### config.mk
export PLATFORM = sky130hd
export DESIGN_NAME = note_recorder
export DESIGN_NICKNAME = d
export VERILOG_FILES = /design/src/rtl/note_recorder.sv
export SDC_FILE = /design/constraint.sdc
export NUM_CORES = 1
export LEC_CHECK = 0
export CORE_UTILIZATION = 35
export CTS_CLUSTER_DIAMETER = 100
export CTS_CLUSTER_SIZE = 12
export DETAILED_ROUTE_END_ITERATION = 12
export PLACE_DENSITY = 0.65
export SLEW_MARGIN = 30
export SYNTH_ARGS = -nofsm -noshare
export SYNTH_HDL_FRONTEND = slang
export SYNTH_SLANG_ARGS = --single-unit
### constraint.sdc
create_clock -name clk -period 12.6 [get_ports clk]
set_clock_uncertainty 0.2 [all_clocks]
set_input_delay 3.78 -clock clk [delete_from_list [all_inputs] [get_ports clk]]
set_output_delay 3.78 -clock clk [all_outputs]
set_load 0.02 [all_outputs]
### src/rtl/note_recorder.sv
// Purpose: capture a sequence of note codes into a register-file note RAM and hand it to playback.
// Latency: one cycle; a note pulse is visible in note_RAM/i_note/full after the capturing edge.
// Backpressure: none; notes arriving while full are silently dropped, write_en follows PLAY.
module note_recorder #(
  parameter int DEPTH  = 40,
  parameter int NOTE_W = 6
) (
  input  logic              clk,
  input  logic              reset,
  input  logic              start_rec,
  input  logic              start_play,
  input  logic              stop,
  input  logic              note_valid,
  input  logic [NOTE_W-1:0] note_in,
  output logic [NOTE_W-1:0] note_RAM [DEPTH-1:0],
  output logic [5:0]        i_note,
  output logic              write_en,
  output logic              full,
  output logic [1:0]        state
);

  typedef enum logic [1:0] {
    IDLE   = 2'b00,
    RECORD = 2'b01,
    PLAY   = 2'b10
  } state_t;

  // Count is 6 bits wide, so DEPTH must stay at or below 63.
  localparam logic [5:0] DEPTH_CNT = 6'(DEPTH);

  state_t     cur_state;
  state_t     nxt_state;
  logic [5:0] cnt_nxt;
  logic       clr_cnt;
  logic       wr_note;

  assign state = cur_state;

  // State register.
  always_ff @(posedge clk or posedge reset) begin
    if (reset) begin
      cur_state <= IDLE;
    end else begin
      cur_state <= nxt_state;
    end
  end

  // Next-state and datapath controls; stop outranks both start pulses, but a
  // note arriving with stop while recording is still kept.
  always_comb begin
    nxt_state = cur_state;
    clr_cnt   = 1'b0;
    wr_note   = 1'b0;
    unique case (cur_state)
      IDLE: begin
        if (stop) begin
          nxt_state = IDLE;
        end else if (start_rec) begin
          nxt_state = RECORD;
          clr_cnt   = 1'b1;
        end else if (start_play && (i_note != 6'd0)) begin
          nxt_state = PLAY;
        end
      end
      RECORD: begin
        if (stop) begin
          nxt_state = IDLE;
          wr_note   = note_valid && !full;
        end else if (start_rec) begin
          // Restart the take; a note in the same cycle belongs to no take.
          clr_cnt   = 1'b1;
        end else begin
          wr_note   = note_valid && !full;
        end
      end
      PLAY: begin
        if (stop) begin
          nxt_state = IDLE;
        end
      end
      default: begin
        nxt_state = IDLE;
      end
    endcase
  end

  // Next note count; increments only on an accepted write so it never wraps.
  always_comb begin
    cnt_nxt = i_note;
    if (clr_cnt) begin
      cnt_nxt = 6'd0;
    end else if (wr_note) begin
      cnt_nxt = i_note + 6'd1;
    end
  end

  // Count, full flag and play enable, all registered alongside the state.
  always_ff @(posedge clk or posedge reset) begin
    if (reset) begin
      i_note   <= 6'd0;
      full     <= 1'b0;
      write_en <= 1'b0;
    end else begin
      i_note   <= cnt_nxt;
      full     <= (cnt_nxt == DEPTH_CNT);
      write_en <= (nxt_state == PLAY);
    end
  end

  // Note RAM: one write port at the current count, cleared by reset.
  always_ff @(posedge clk or posedge reset) begin
    if (reset) begin
      for (int i = 0; i < DEPTH; i++) begin
        note_RAM[i] <= '0;
      end
    end else if (wr_note) begin
      note_RAM[i_note] <= note_in;
    end
  end

endmodule

# After elaboration in Yosys (flattened, before gate mapping)
# Index checks and enable logic that the tools add are counted.
[op_classes] n_shift=0 multipliers=0 bitwise=0 mux=16 magnitude_cmp=2 div=0 eq_ne=4 add_sub_neg=1 reduce_logical=8
[ops] operator="bitwise mux 240 bit" n=1
[ops] operator="demux 6 bit (select 6 bit)" n=1
[ops] operator="two-way mux 6 bit" n=3
[ops] operator="two-way mux 2 bit" n=4
[ops] operator="< comparator 6 x 7 -> 1 bit, second input constant" n=1
[ops] operator="adder 6 x 1 -> 6 bit, second input constant" n=1
[ops] operator="== test 6 bit, second input constant" n=1
[ops] operator=">= comparator 6 x 1 -> 1 bit, second input constant" n=1
[ops] operator="two-way mux 1 bit" n=6
[ops] operator="nonzero test 6 bit" n=1
[ops] operator="== test 2 bit, second input constant" n=2
[ops] operator="case mux 2 bit (2 select lines)" n=1
[ops] operator="OR reduction 2 bit" n=2
[ops] operator="logical AND 1 bit" n=3
[ops] operator="== test 2 x 1 -> 1 bit, second input constant" n=1
[ops] operator="logical NOT 2 bit" n=1
[ops] operator="logical NOT 1 bit" n=1
[totals] output_inout_bits=250 mem_count=0 reg_bits=250 input_bits=12 latchBits=0 ramBits=0 mem_bits_ro=0 elab_cells=75

# Longest topological paths before layout
[depth] ltp_word=8 depth_mapped=8 depth_no_buf=6

# Worst setup path after synthesis
# OpenSTA, ideal clock, no wires.
[synth_timing] path_kind="input port to flip-flop" start="input port stop" end="register note_RAM[114] in the netlist's numbering" path_buffers=2 t_required_ns=12.275 setup_time_ns=0.125 cell_stages=6 slack_ns=7.093 t_arrival_ns=5.182 path_cell_list="nand2b_1 > buf_4 > nand4_4 > buf_4 > nor3_4 > mux2_2"
[synth_between] elab_chain_cells=2
[synth_rtl] item="from (decl)" line="12" text="input logic stop,"
[synth_rtl] item="two-way mux 1 bit" line="66" text="if (stop) begin"
[synth_rtl] item="two-way mux 1 bit" line="54" text="unique case (cur_state)"
[synth_rtl] item="to (signal, indexed assignment)" line="117" text="note_RAM[i_note] <= note_in;"
[synth_rtl] item="to (decl)" line="15" text="output logic [NOTE_W-1:0] note_RAM [DEPTH-1:0],"
# Every way passes these cells.
# A chain may end at the register's enable or synchronous reset.

# Final worst setup path
[layout_timing] start="input port stop" end="register note_RAM[153] in the netlist's numbering"
# The elaborated chain is that of the path after synthesis.

==> flow_summary.yaml <==
job:
  max_cap_violations: 0
critical_path:
  crit_slowest_cell: "nor4_4"
  critPathMaxFanout: 15
  max_stage_delay_ns: 0.61
  critPathArrivalTime_ns: 6.34
  crit_type: "in -> reg"
  cp-start-kind: "input port"
  path_cells: "clkdlybuf4s50_1 -> nand2b_1 -> nand4_4 -> nor4_4 -> mux2_2"
  end_kind: "flop"
  r2r_setup_slack_ns: 9.71
  required_ns: 12.81
routing:
  remaining_drc_errors: 0
  vias: 6365
  ant_nets: 0
  drt-total-wl_mm: 26.8
  first_pass_iters: 5
  wl_per_cell_um: 20.9
  vias_per_cell: 4.96
  drt-initial-drc-count: 295
synthesis:
  yosys_warnings: 0
  ys_async_sr_fraction: 1.00
  synthDistinctLibCells: 48
  synth-main-ff-cell: "dfrtp_1"
  synthCells: 658
  ys_seq_area_frac: 0.607
  syn-cell-area_mm2: 0.0103
  yosys.area.top_type: "dfrtp_1"
  syn_nets: 675
  synthTopCellsByArea: "dfrtp_1 (61%), mux2_2 (24%), mux2_4 (3.5%), nor3_4 (1.6%), nor4_4 (1.0%)"
  synth-edff-count: 0
  synth_seq_cells: 250
  syn_area_per_cell_um2: 15.7
  synth.top_cell.area_share: 0.607
sta:
  slew_violations: 0
  setup_tns_ns: 0
  timing.hold.ws_ns: 0.304
  max_clock_freq_mhz: 163
  finalCritPeriodShare: 0.487
  hold_viol: 0
  slew_headroom: 0.352
  worstMarginPinSlew_ns: 0.971
  rsz0062_at_grt: "no"
  setup_viol: 0
  min_period_ns: 6.13
grt:
  grt_pass1_wl_mm: 41.6
  grt_overflow: 0
  grt_antenna_before_repair: 0
  grt_max_degree: 108
  grt_pass1_vias: 6529
  grt_use_total: 0.179
cells_and_area:
  n_antenna_cell: 0
  drive_gt1_frac: 0.343
  fillCellCount: 2544
  layout_common_cells: "clkdlybuf4s50_1 (255), dfrtp_1 (250), mux2_2 (216)"
  finalNetCount: 915
  syn2layout_area_growth_pct: 33.7
  final_common_cell: "clkdlybuf4s50_1"
power_and_ir_drop:
  ir_drop_mv: 0.0807
  total_power_w: 0.00175
  cellPowerDensity_mw_per_mm2: 127
  power_leakage_nw: 6.50
clock_tree:
  post_cts_buffers: 0
  clockBufferDepth: 3
  cts_resized: 0
  cts.sinks: 250
  cts_max_level: 1
  cts_made_buffers: 24
  hold_buffers: 0
  cts_tree: "yes"
  clkLatencyLatePin_ns: 0.51
  clk_pin_slew_ns: 0.06
  cts-root-buf: "clkbuf_16"
placement:
  finalWeightedCongestion: 0.773
  port_buffers: 261
  dp_hpwl_mm: 17.5
floorplanning:
  pin_count: 262
  die_area_mm2: 0.0301
  start_util: 0.357
  die_width_um: 174
  rows: 62
  coreArea_mm2: 0.0289
  die_h_um: 174
min_path:
  hold_class: "reg -> reg"
status:
  status: "finished, final reports clean"
[state kept, by name, summed over array words and instances, names as in the netlist]
| name | count |
|---|---|
| i_note | 6 |
| full | 1 |
| state | 2 |
| write_en | 1 |
| note_RAM | 240 |
[cell usage after synthesis (3+ instances only)]
cell,number
nor3_4,10
or4_4,3
dfrtp_1,250
ha_1,5
or4_1,4
buf_6,6
o21ai_0,3
nor4_4,5
mux2i_1,3
mux2_4,24
or3_1,11
nand2_1,9
buf_4,5
nor2_1,12
inv_1,9
nor3_2,7
nor4_1,3
buf_2,11
mux2_2,216
clkbuf_1,28
[through the flow]
step                       util  cell area (µm²)  instances  setup slack [ns]
after floorplan               -            10300        658              1.75
after global placement    0.455            13100       1256              5.95
after detailed placement  0.455            13100       1256              5.88
after CTS                 0.477            13800       1282              6.44
after global routing      0.477            13800       1282              6.36
final                     0.477            13800       1282              6.47
[worst paths after layout]
| kind | start | to | depth (start not counted) |
|---|---|---|---|
| min reg2reg | note_RAM[154]$_DFFE_PP0P_ | note_RAM[154]$_DFFE_PP0P_ | 1 |
| min in group asynchronous | reset | note_RAM[61]$_DFFE_PP0P_ | 2 |
| max reg2reg | state[1]$_DFF_PP0_ | note_RAM[153]$_DFFE_PP0P_ | 6 |
| min | note_RAM[154]$_DFFE_PP0P_ | note_RAM[154]$_DFFE_PP0P_ | 1 |
| max in group asynchronous | reset | note_RAM[111]$_DFFE_PP0P_ | 3 |
| max | stop | note_RAM[153]$_DFFE_PP0P_ | 5 |
[metal layers]
layer / global-route usage / routed length (µm)
met1: 0.246 / 11900
met2: 0.276 / 12300
met4: 0.0336 / 370
met3: 0.0590 / 2180
met5: 0 / 0
[power breakdown]
group | internal [W] | leakage, nW | switching (W) | total (W)
combinational | 0.000111 | 2.72 | 0.000144 | 0.000255
sequential | 0.000840 | 3.47 | 0.0000267 | 0.000867
clock | 0.000342 | 0.310 | 0.000286 | 0.000629
total | 0.00129 | 6.50 | 0.000457 | 0.00175
[area by class of cell]
type / instances / area [µm²] / area share
clock inverter: 1 / 16.3 / 0.00118
sequential: 250 / 6260 / 0.454
inverter: 10 / 45.0 / 0.00327
clock buffer: 25 / 614 / 0.0446
tap: 384 / 480 / 0.0349
multi-input combinational: 347 / 3740 / 0.272
timing repair buffer: 265 / 2620 / 0.190
[cell families (layout without fill, tap and decap cells)]
kind of cell             count (synthesis)  in the layout  synth area share
XOR/XNOR                                 3              3           0.00255
flip-flops                             250            250             0.607
multiplexers                           243            243             0.274
AO/OA/AOI/OAI                           13             13           0.00898
adder cells (fa/ha/maj)                  5              5           0.00607
AND/OR/NAND/NOR                         83             83            0.0716
buffers and inverters                   61            301            0.0299
[critical path, delay by kind of cell]
family	cells	cell delay (ns)
multiplexers	1	0.40
AND/OR/NAND/NOR	3	1.60
buffers and inverters	1	0.54
Note: power is estimated with default switching activity, not from simulation.
